**src/rtl/usequencer_fsm_if.sv**
```systemverilog
// usequencer_fsm_if: IR fields, PSR flags, fetch handshake and control word between sequencer and datapath.
interface usequencer_fsm_if #(
    parameter int DATAWIDTH_DECODER_SELECTION = 6,
    parameter int DATAWIDTH_MUX_SELECTION = 6,
    parameter int DATAWIDTH_ALU_SELECTION = 4
);
    logic usequencer_Run_InHigh;
    logic usequencer_FetchAck_InHigh;
    logic [1:0] RegIR_OP;
    logic [4:0] RegIR_RD;
    logic [2:0] RegIR_OP2;
    logic [5:0] RegIR_OP3;
    logic [4:0] RegIR_RS1;
    logic RegIR_BIT13;
    logic [4:0] RegIR_RS2;
    logic PSR_N_InHigh;
    logic PSR_Z_InHigh;
    logic PSR_V_InHigh;
    logic PSR_C_InHigh;
    logic usequencer_FetchReq_OutHigh;
    logic usequencer_RegIRLoad_OutHigh;
    logic usequencer_PSRLoad_OutHigh;
    logic usequencer_RegSHIFTERLoad_OutHigh;
    logic [DATAWIDTH_MUX_SELECTION-1:0] usequencer_MuxA_Out;
    logic [DATAWIDTH_MUX_SELECTION-1:0] usequencer_MuxB_Out;
    logic [DATAWIDTH_DECODER_SELECTION-1:0] usequencer_Decoder_Out;
    logic [DATAWIDTH_ALU_SELECTION-1:0] usequencer_ALU_Out;
    logic usequencer_Illegal_OutHigh;
    logic [3:0] usequencer_State_Out;

    modport master (
        input usequencer_Run_InHigh, usequencer_FetchAck_InHigh,
        input RegIR_OP, RegIR_RD, RegIR_OP2, RegIR_OP3, RegIR_RS1, RegIR_BIT13, RegIR_RS2,
        input PSR_N_InHigh, PSR_Z_InHigh, PSR_V_InHigh, PSR_C_InHigh,
        output usequencer_FetchReq_OutHigh, usequencer_RegIRLoad_OutHigh, usequencer_PSRLoad_OutHigh,
        output usequencer_RegSHIFTERLoad_OutHigh, usequencer_MuxA_Out, usequencer_MuxB_Out,
        output usequencer_Decoder_Out, usequencer_ALU_Out, usequencer_Illegal_OutHigh, usequencer_State_Out
    );

    modport slave (
        output usequencer_Run_InHigh, usequencer_FetchAck_InHigh,
        output RegIR_OP, RegIR_RD, RegIR_OP2, RegIR_OP3, RegIR_RS1, RegIR_BIT13, RegIR_RS2,
        output PSR_N_InHigh, PSR_Z_InHigh, PSR_V_InHigh, PSR_C_InHigh,
        input usequencer_FetchReq_OutHigh, usequencer_RegIRLoad_OutHigh, usequencer_PSRLoad_OutHigh,
        input usequencer_RegSHIFTERLoad_OutHigh, usequencer_MuxA_Out, usequencer_MuxB_Out,
        input usequencer_Decoder_Out, usequencer_ALU_Out, usequencer_Illegal_OutHigh, usequencer_State_Out
    );
endinterface

```
**src/rtl/usequencer_fsm.sv**
```systemverilog
// usequencer_fsm: hardwired fetch/decode/execute sequencer producing one registered control word per cycle.
module usequencer_fsm #(
    parameter int DATAWIDTH_DECODER_SELECTION = 6,
    parameter int DATAWIDTH_MUX_SELECTION = 6,
    parameter int DATAWIDTH_ALU_SELECTION = 4,
    parameter int REG_PC = 32,
    parameter int REG_IR = 37,
    parameter int REG_LINK = 15
) (
    input logic usequencer_CLOCK_50,
    input logic usequencer_Reset_InLow,
    usequencer_fsm_if.master bus
);
    localparam int DW_D = DATAWIDTH_DECODER_SELECTION;
    localparam int DW_M = DATAWIDTH_MUX_SELECTION;
    localparam int DW_A = DATAWIDTH_ALU_SELECTION;
    localparam logic [DW_M-1:0] M_NONE = '0;
    localparam logic [DW_M-1:0] M_PC = DW_M'(REG_PC);
    localparam logic [DW_M-1:0] M_IR = DW_M'(REG_IR);
    localparam logic [DW_D-1:0] D_NONE = '1;
    localparam logic [DW_D-1:0] D_PC = DW_D'(REG_PC);
    localparam logic [DW_D-1:0] D_LINK = DW_D'(REG_LINK);
    localparam logic [DW_A-1:0] A_ANDCC = DW_A'(0);
    localparam logic [DW_A-1:0] A_ORCC = DW_A'(1);
    localparam logic [DW_A-1:0] A_ORNCC = DW_A'(2);
    localparam logic [DW_A-1:0] A_ADDCC = DW_A'(3);
    localparam logic [DW_A-1:0] A_SRL = DW_A'(4);
    localparam logic [DW_A-1:0] A_ADD = DW_A'(8);
    localparam logic [DW_A-1:0] A_DISP22 = DW_A'(9);
    localparam logic [DW_A-1:0] A_DISP30 = DW_A'(10);
    localparam logic [DW_A-1:0] A_INCPC = DW_A'(14);
    localparam logic [5:0] OP3_ADDCC = 6'b010000;
    localparam logic [5:0] OP3_ANDCC = 6'b010001;
    localparam logic [5:0] OP3_ORCC = 6'b010010;
    localparam logic [5:0] OP3_ORNCC = 6'b010110;
    localparam logic [5:0] OP3_SRL = 6'b100110;
    localparam logic [5:0] OP3_JMPL = 6'b111000;

    typedef enum logic [3:0] {
        S_IDLE, S_FETCH, S_DECODE, S_EXEC_ALU, S_EXEC_CALL, S_EXEC_JMPL, S_BR_TEST, S_PC_TGT, S_PC_INC
    } state_t;

    state_t r_state, w_next, w_resume;
    logic r_req, r_psr, r_shf, r_ill;
    logic [DW_M-1:0] r_muxa, r_muxb;
    logic [DW_D-1:0] r_dec;
    logic [DW_A-1:0] r_alu;
    logic w_req, w_psr, w_shf, w_ill_set;
    logic [DW_M-1:0] w_muxa, w_muxb, w_srcb;
    logic [DW_D-1:0] w_dec, w_rd_dst;
    logic [DW_A-1:0] w_alu, w_alu_fn;
    logic w_is_alu, w_is_jmpl, w_is_call, w_is_br, w_taken;
    logic [3:0] w_cond;

    assign w_is_alu = bus.RegIR_OP == 2'd2 &&
        (bus.RegIR_OP3 inside {OP3_ADDCC, OP3_ANDCC, OP3_ORCC, OP3_ORNCC, OP3_SRL});
    assign w_is_jmpl = bus.RegIR_OP == 2'd2 && bus.RegIR_OP3 == OP3_JMPL;
    assign w_is_call = bus.RegIR_OP == 2'd1;
    assign w_is_br = bus.RegIR_OP == 2'd0 && bus.RegIR_OP2 == 3'b010;
    assign w_ill_set = r_state == S_DECODE && !(w_is_alu || w_is_jmpl || w_is_call || w_is_br);
    assign w_alu_fn = bus.RegIR_OP3 == OP3_ADDCC ? A_ADDCC :
                      bus.RegIR_OP3 == OP3_ANDCC ? A_ANDCC :
                      bus.RegIR_OP3 == OP3_ORCC  ? A_ORCC  :
                      bus.RegIR_OP3 == OP3_ORNCC ? A_ORNCC : A_SRL;
    assign w_srcb = bus.RegIR_BIT13 ? M_IR : DW_M'(bus.RegIR_RS2);
    assign w_rd_dst = bus.RegIR_RD == 5'd0 ? D_NONE : DW_D'(bus.RegIR_RD);
    assign w_cond = bus.RegIR_RD[3:0];
    assign w_taken = w_cond == 4'b0001 ? bus.PSR_Z_InHigh :
                     w_cond == 4'b0101 ? bus.PSR_C_InHigh :
                     w_cond == 4'b0110 ? bus.PSR_N_InHigh :
                     w_cond == 4'b0111 ? bus.PSR_V_InHigh : w_cond == 4'b1000;
    // Run is only consulted where an instruction finishes, so stopping never truncates one
    assign w_resume = bus.usequencer_Run_InHigh ? S_FETCH : S_IDLE;

    always_comb begin
        w_next = r_state;
        case (r_state)
            S_IDLE:      w_next = bus.usequencer_Run_InHigh ? S_FETCH : S_IDLE;
            S_FETCH:     w_next = bus.usequencer_FetchAck_InHigh ? S_DECODE : S_FETCH;
            S_DECODE:    w_next = w_is_alu ? S_EXEC_ALU : w_is_jmpl ? S_EXEC_JMPL :
                                  w_is_call ? S_EXEC_CALL : w_is_br ? S_BR_TEST : S_PC_INC;
            S_EXEC_ALU:  w_next = S_PC_INC;
            S_EXEC_CALL: w_next = S_PC_TGT;
            S_BR_TEST:   w_next = w_taken ? S_PC_TGT : S_PC_INC;
            default:     w_next = w_resume;
        endcase
    end

    // Control word for the state being entered, so outputs leave the flops glitch-free
    always_comb begin
        w_req = 1'b0;
        w_psr = 1'b0;
        w_shf = 1'b0;
        w_muxa = M_NONE;
        w_muxb = M_NONE;
        w_dec = D_NONE;
        w_alu = '0;
        case (w_next)
            S_FETCH: w_req = 1'b1;
            S_EXEC_ALU: begin
                w_muxa = DW_M'(bus.RegIR_RS1);
                w_muxb = w_srcb;
                w_dec = w_rd_dst;
                w_alu = w_alu_fn;
                w_psr = bus.RegIR_OP3 != OP3_SRL;
                w_shf = bus.RegIR_OP3 == OP3_SRL;
            end
            S_EXEC_CALL: begin
                w_muxa = M_PC;
                w_dec = D_LINK;
                w_alu = A_ADD;
            end
            S_EXEC_JMPL: begin
                w_muxa = DW_M'(bus.RegIR_RS1);
                w_muxb = w_srcb;
                w_dec = D_PC;
                w_alu = A_ADD;
            end
            S_PC_TGT: begin
                w_muxa = M_PC;
                w_muxb = M_IR;
                w_dec = D_PC;
                w_alu = w_is_call ? A_DISP30 : A_DISP22;
            end
            S_PC_INC: begin
                w_muxa = M_PC;
                w_dec = D_PC;
                w_alu = A_INCPC;
            end
            default: w_req = 1'b0;
        endcase
    end

    always_ff @(posedge usequencer_CLOCK_50 or negedge usequencer_Reset_InLow) begin
        if (!usequencer_Reset_InLow) begin
            r_state <= S_IDLE;
            r_req <= 1'b0;
            r_psr <= 1'b0;
            r_shf <= 1'b0;
            r_ill <= 1'b0;
            r_muxa <= M_NONE;
            r_muxb <= M_NONE;
            r_dec <= D_NONE;
            r_alu <= '0;
        end else begin
            r_state <= w_next;
            r_req <= w_req;
            r_psr <= w_psr;
            r_shf <= w_shf;
            r_ill <= r_ill | w_ill_set;
            r_muxa <= w_muxa;
            r_muxb <= w_muxb;
            r_dec <= w_dec;
            r_alu <= w_alu;
        end
    end

    assign bus.usequencer_FetchReq_OutHigh = r_req;
    assign bus.usequencer_RegIRLoad_OutHigh = r_state == S_FETCH && bus.usequencer_FetchAck_InHigh;
    assign bus.usequencer_PSRLoad_OutHigh = r_psr;
    assign bus.usequencer_RegSHIFTERLoad_OutHigh = r_shf;
    assign bus.usequencer_MuxA_Out = r_muxa;
    assign bus.usequencer_MuxB_Out = r_muxb;
    assign bus.usequencer_Decoder_Out = r_dec;
    assign bus.usequencer_ALU_Out = r_alu;
    assign bus.usequencer_Illegal_OutHigh = r_ill;
    assign bus.usequencer_State_Out = r_state;
endmodule

```
**src/flat_wrapper.sv**
```systemverilog
// flat-port wrapper written by rule: the top's interface ports become plain ports
module usequencer_fsm_flat 
#(
    parameter int DATAWIDTH_DECODER_SELECTION = 6,
    parameter int DATAWIDTH_MUX_SELECTION = 6,
    parameter int DATAWIDTH_ALU_SELECTION = 4,
    parameter int REG_PC = 32,
    parameter int REG_IR = 37,
    parameter int REG_LINK = 15
)
  (usequencer_CLOCK_50, usequencer_Reset_InLow, bus_usequencer_Run_InHigh, bus_usequencer_FetchAck_InHigh, bus_RegIR_OP, bus_RegIR_RD, bus_RegIR_OP2, bus_RegIR_OP3, bus_RegIR_RS1, bus_RegIR_BIT13, bus_RegIR_RS2, bus_PSR_N_InHigh, bus_PSR_Z_InHigh, bus_PSR_V_InHigh, bus_PSR_C_InHigh, bus_usequencer_FetchReq_OutHigh, bus_usequencer_RegIRLoad_OutHigh, bus_usequencer_PSRLoad_OutHigh, bus_usequencer_RegSHIFTERLoad_OutHigh, bus_usequencer_MuxA_Out, bus_usequencer_MuxB_Out, bus_usequencer_Decoder_Out, bus_usequencer_ALU_Out, bus_usequencer_Illegal_OutHigh, bus_usequencer_State_Out);
  usequencer_fsm_if #(.DATAWIDTH_DECODER_SELECTION(DATAWIDTH_DECODER_SELECTION), .DATAWIDTH_MUX_SELECTION(DATAWIDTH_MUX_SELECTION), .DATAWIDTH_ALU_SELECTION(DATAWIDTH_ALU_SELECTION)) bus_i ();
  input logic usequencer_CLOCK_50;
  input logic usequencer_Reset_InLow;
  input wire logic [$bits(bus_i.usequencer_Run_InHigh)-1:0] bus_usequencer_Run_InHigh;
  input wire logic [$bits(bus_i.usequencer_FetchAck_InHigh)-1:0] bus_usequencer_FetchAck_InHigh;
  input wire logic [$bits(bus_i.RegIR_OP)-1:0] bus_RegIR_OP;
  input wire logic [$bits(bus_i.RegIR_RD)-1:0] bus_RegIR_RD;
  input wire logic [$bits(bus_i.RegIR_OP2)-1:0] bus_RegIR_OP2;
  input wire logic [$bits(bus_i.RegIR_OP3)-1:0] bus_RegIR_OP3;
  input wire logic [$bits(bus_i.RegIR_RS1)-1:0] bus_RegIR_RS1;
  input wire logic [$bits(bus_i.RegIR_BIT13)-1:0] bus_RegIR_BIT13;
  input wire logic [$bits(bus_i.RegIR_RS2)-1:0] bus_RegIR_RS2;
  input wire logic [$bits(bus_i.PSR_N_InHigh)-1:0] bus_PSR_N_InHigh;
  input wire logic [$bits(bus_i.PSR_Z_InHigh)-1:0] bus_PSR_Z_InHigh;
  input wire logic [$bits(bus_i.PSR_V_InHigh)-1:0] bus_PSR_V_InHigh;
  input wire logic [$bits(bus_i.PSR_C_InHigh)-1:0] bus_PSR_C_InHigh;
  output wire logic [$bits(bus_i.usequencer_FetchReq_OutHigh)-1:0] bus_usequencer_FetchReq_OutHigh;
  output wire logic [$bits(bus_i.usequencer_RegIRLoad_OutHigh)-1:0] bus_usequencer_RegIRLoad_OutHigh;
  output wire logic [$bits(bus_i.usequencer_PSRLoad_OutHigh)-1:0] bus_usequencer_PSRLoad_OutHigh;
  output wire logic [$bits(bus_i.usequencer_RegSHIFTERLoad_OutHigh)-1:0] bus_usequencer_RegSHIFTERLoad_OutHigh;
  output wire logic [$bits(bus_i.usequencer_MuxA_Out)-1:0] bus_usequencer_MuxA_Out;
  output wire logic [$bits(bus_i.usequencer_MuxB_Out)-1:0] bus_usequencer_MuxB_Out;
  output wire logic [$bits(bus_i.usequencer_Decoder_Out)-1:0] bus_usequencer_Decoder_Out;
  output wire logic [$bits(bus_i.usequencer_ALU_Out)-1:0] bus_usequencer_ALU_Out;
  output wire logic [$bits(bus_i.usequencer_Illegal_OutHigh)-1:0] bus_usequencer_Illegal_OutHigh;
  output wire logic [$bits(bus_i.usequencer_State_Out)-1:0] bus_usequencer_State_Out;
  assign bus_i.usequencer_Run_InHigh = bus_usequencer_Run_InHigh;
  assign bus_i.usequencer_FetchAck_InHigh = bus_usequencer_FetchAck_InHigh;
  assign bus_i.RegIR_OP = bus_RegIR_OP;
  assign bus_i.RegIR_RD = bus_RegIR_RD;
  assign bus_i.RegIR_OP2 = bus_RegIR_OP2;
  assign bus_i.RegIR_OP3 = bus_RegIR_OP3;
  assign bus_i.RegIR_RS1 = bus_RegIR_RS1;
  assign bus_i.RegIR_BIT13 = bus_RegIR_BIT13;
  assign bus_i.RegIR_RS2 = bus_RegIR_RS2;
  assign bus_i.PSR_N_InHigh = bus_PSR_N_InHigh;
  assign bus_i.PSR_Z_InHigh = bus_PSR_Z_InHigh;
  assign bus_i.PSR_V_InHigh = bus_PSR_V_InHigh;
  assign bus_i.PSR_C_InHigh = bus_PSR_C_InHigh;
  assign bus_usequencer_FetchReq_OutHigh = bus_i.usequencer_FetchReq_OutHigh;
  assign bus_usequencer_RegIRLoad_OutHigh = bus_i.usequencer_RegIRLoad_OutHigh;
  assign bus_usequencer_PSRLoad_OutHigh = bus_i.usequencer_PSRLoad_OutHigh;
  assign bus_usequencer_RegSHIFTERLoad_OutHigh = bus_i.usequencer_RegSHIFTERLoad_OutHigh;
  assign bus_usequencer_MuxA_Out = bus_i.usequencer_MuxA_Out;
  assign bus_usequencer_MuxB_Out = bus_i.usequencer_MuxB_Out;
  assign bus_usequencer_Decoder_Out = bus_i.usequencer_Decoder_Out;
  assign bus_usequencer_ALU_Out = bus_i.usequencer_ALU_Out;
  assign bus_usequencer_Illegal_OutHigh = bus_i.usequencer_Illegal_OutHigh;
  assign bus_usequencer_State_Out = bus_i.usequencer_State_Out;
  usequencer_fsm #(.DATAWIDTH_DECODER_SELECTION(DATAWIDTH_DECODER_SELECTION), .DATAWIDTH_MUX_SELECTION(DATAWIDTH_MUX_SELECTION), .DATAWIDTH_ALU_SELECTION(DATAWIDTH_ALU_SELECTION), .REG_PC(REG_PC), .REG_IR(REG_IR), .REG_LINK(REG_LINK)) u_core (.usequencer_CLOCK_50(usequencer_CLOCK_50), .usequencer_Reset_InLow(usequencer_Reset_InLow), .bus(bus_i));
endmodule
```
**config.mk**
```make
export PLATFORM = sky130hd
export DESIGN_NAME = usequencer_fsm_flat
export DESIGN_NICKNAME = d
export VERILOG_FILES = /design/src/rtl/usequencer_fsm_if.sv /design/src/rtl/usequencer_fsm.sv /design/src/flat_wrapper.sv
export SDC_FILE = /design/constraint.sdc
export NUM_CORES = 1
export LEC_CHECK = 0
export ABC_AREA = 1
export CAP_MARGIN = 0
export CORE_MARGIN = 5
export CORE_UTILIZATION = 43
export CTS_CLUSTER_DIAMETER = 120
export DETAILED_ROUTE_END_ITERATION = 16
export GPL_TIMING_DRIVEN = 0
export PLACE_DENSITY = 0.84
export SYNTH_ARGS = -nofsm -noshare
export SYNTH_HDL_FRONTEND = slang
export SYNTH_SLANG_ARGS = --single-unit
```
**constraint.sdc**
```tcl
create_clock -name usequencer_CLOCK_50 -period 1.9 [get_ports usequencer_CLOCK_50]
set_input_delay 0.38 -clock usequencer_CLOCK_50 [delete_from_list [all_inputs] [get_ports usequencer_CLOCK_50]]
set_output_delay 0.38 -clock usequencer_CLOCK_50 [all_outputs]
set_load 0.05 [all_outputs]
```
==> results.md <==
* First-pass GRT wire length at 5478 um
* Ports at 66
* Clock latency on the worst-skew pair at 280 ps
* Final GP Congestion at 0.8100
* Post-synthesis async set-or-reset flop share at 100.0%
* CTS root buf: clkbuf_8
* Reg2reg end: u_core.bus.usequencer_ALU_Out[1]
* Synth top area cells: dfrtp_1 (37%), nand2_1 (11%), dfstp_2 (9.7%), inv_1 (8.1%), nor2_1 (5.8%)
* Largest delay share family, worst path: buffers and inverters
* Antenna violations before repair at 0
* Pre-Repair DR Iteration Count at 4
* CP bufs+invs at 1
* Worst stage delay on the critical path at 820 ps
* Max Slew Vio Count at 0
* Syn nets at 238
* Input/output buffers at 65
* Share of cells above drive strength 1 at 23.02%
* Period utilization at 96.25%
* Setup crit start kind: flip-flop
* DP Wirelength at 2771 um
* Maxcap violations at 0
* Vias at 1462
* Core Box Area at 3661 um2
* Clock Skews at 2.546 ps
* Fin crit period at 1829 ps
* Critical Path AT at 1450 ps
* DP Area at 2328 um2
* GR Overflow Total at 0
* WP depth at 1
* Yosys warning count at 0
* Register area share after synthesis at 46.87%
* Worst Hold Class: input pin to async pin
* #FFs+latches synth at 30
* Power Dens Cells at 1229 nW/um2
* Most instantiated library cell after synthesis: nand2_1
* Setup WS pre-CTS at -300.4 ps
* Antenna cell count at 0
* Slew margin rel. at 57.56%
* CP endpoint kind: output port
* Clock buffer depth at 2
* Worst reg-to-reg path cell count at 8
* Number of global-route vias before repair at 1282
* Leakage at 0.001333 uW
* Synth Area per Inst at 7.969 um2
* DR iter-0 viols at 66
* Vias per inst at 4.485
* Final hold vios at 0
* Post-Syn Instances at 203
* Most frequent cells after synthesis: nand2_1 (49), inv_1 (35), nor2_1 (25), dfrtp_1 (24), nand3_1 (18)
* Cell chain of the critical path: clkdlybuf4s50_1
* Row count at 22
* Die height at 71.34 um
* Worst Path Required at 1520 ps
* H-tree levels at 2
* Top cell type's share of synthesized area at 37.12%
* Final-report setup violation count at 0
* WL final at 3545 um
* Peak supply drop at 0.8074 mV
* Least-Margin Pin Slew at 636.5 ps
* Total power at 3083 uW
* Status: finished, final reports clean
* Clock Pin Slew Worst Setup and Hold Paths at 60 ps
* Largest area contributor in the netlist: dfrtp_1
* Routed wire per std cell at 10.87 um
* Worst path slowest cell: clkdlybuf4s50_1
* DIE AREA at 5089 um2
* DR DRC count at 0
* Post-layout instance area at 2509 um2
* CTS hold repair buffers at 0
* # clock sinks at 30
* Global Route Usage Sum at 13.74%
* Worst Setup EP: bus_usequencer_Illegal_OutHigh
* Post-DRT Antenna Nets at 0
* CTS buffer count at 5
* Fmax at 0.5468 GHz
* R2r setup slk at 230 ps
* Unique masters post-synth at 25
* Worst setup startpoint: u_core.bus.usequencer_Illegal_OutHigh
* Initial Util at 44.19%
* Chip Width at 71.34 um
* Largest net degree at the start of global routing at 31
* Layout net count at 313
* Post-synth top flop: dfrtp_1
* Critical path peak fanout at 2
* Crit path kind: flip-flop to output port
* TritonCTS clock tree: yes
* Post-synth EDFFs at 0
* Cell area after synthesis at 1618 um2
* Area grow syn2layout at 55.07%
* Critical R2R Launch: u_core.bus.usequencer_State_Out[1]
* Worst Setup Slack, final at 71.26 ps
* TNS Setup at 0 ps
==> layout make-up <==
type | instances | area (um2)
inverter | 42 | 157.7
clock buffer | 6 | 82.58
tap | 48 | 60.06
sequential | 30 | 759.5
multi-input combinational | 130 | 743.2
fill | 292 | 1152
clock inverter | 1 | 30.03
buffer | 1 | 5.005
timing repair buffer | 68 | 670.6
==> where the power goes <==
part | total [uW] | switching [uW] | internal [uW] | leakage (uW)
combinational | 1570 | 1060 | 516 | 0.000892
sequential | 866 | 74.5 | 792 | 0.000384
clock | 642 | 224 | 419 | 0.0000573
total | 3080 | 1360 | 1730 | 0.00133
==> registers in the layout, indices dropped and copies added (netlist names) <==
signal                                        cells
u_core.bus.usequencer_Decoder_Out                 6
u_core.bus.usequencer_MuxA_Out                    6
u_core.bus.usequencer_MuxB_Out                    6
u_core.bus.usequencer_ALU_Out                     4
u_core.bus.usequencer_State_Out                   4
u_core.bus.usequencer_FetchReq_OutHigh            1
u_core.bus.usequencer_Illegal_OutHigh             1
u_core.bus.usequencer_PSRLoad_OutHigh             1
u_core.bus.usequencer_RegSHIFTERLoad_OutHigh      1
==> worst min path at each step <==
| stage | startpoint | to | slack, ps | depth (start not counted) |
|---|---|---|---|---|
| after CTS | u_core.bus.usequencer_Illegal_OutHigh | u_core.bus.usequencer_Illegal_OutHigh | 470 | 2 |
| after global routing | usequencer_Reset_InLow | u_core.bus.usequencer_Illegal_OutHigh | 160 | 1 |
| after global placement | u_core.bus.usequencer_Illegal_OutHigh | u_core.bus.usequencer_Illegal_OutHigh | 450 | 2 |
| after detailed placement | u_core.bus.usequencer_Illegal_OutHigh | u_core.bus.usequencer_Illegal_OutHigh | 450 | 2 |
| after floorplan | usequencer_Reset_InLow | u_core.bus.usequencer_ALU_Out[0] | 80 | 0 |
| final | usequencer_Reset_InLow | u_core.bus.usequencer_FetchReq_OutHigh | 120 | 1 |
==> kinds of logic after synthesis <==
family | after synthesis | synth area share (%)
buffers and inverters | 43 | 10.05
AND/OR/NAND/NOR | 121 | 39.21
flip-flops | 30 | 46.87
AO/OA/AOI/OAI | 9 | 3.867
==> cell usage in the layout (no fill, tap or decap), types with 3 or more instances in the layout <==
cell type	instances
nor2_4	3
dfstp_2	6
nor2_1	22
clkdlybuf4s50_1	46
dfrtp_1	23
a21oi_2	3
clkbuf_8	6
nand2_4	6
nand3_1	17
nor3_1	5
inv_1	33
nand2_1	45
dlygate4sd2_1	10
nand2_2	9
dlymetal6s2s_1	7
nand3_4	3
buf_4	4
inv_2	9
nor2_2	4
==> per-stage QoR <==
| step | util [%] | std cells | hold WS, ps |
|---|---|---|---|
| 2_1_floorplan | - | 203 | 84.41 |
| 3_3_place_gp | 63.60 | 316 | 449.4 |
| 3_5_place_dp | 63.60 | 316 | 454.4 |
| 4_1_cts | 66.27 | 323 | 470.7 |
| 5_1_grt | 68.52 | 326 | 160.6 |
| 6_report | 68.52 | 326 | 117.4 |
==> metal layers <==
metal  global-route usage [%]  part of all wire (%)  vias to the layer above  wire length (um)
li1                         -                     -                      766                 -
met2                    22.96                    52                       41              1838
met5                        0                     0                        -                 0
met4                    6.889                   2.7                        0                96
met1                    15.41                    38                      646              1331
met3                    4.909                   7.9                        9               279
==> repair_timing <==
item                                    in CTS  in global routing
pin swaps                                    1                  9
cloned                                       0                  0
buffers inserted                             0                  3
endpoints found under the hold margin        0                  0
resized for setup                           16                 23
endpoints found under the setup margin      15                 16
Power figures use the tool's default switching activity.
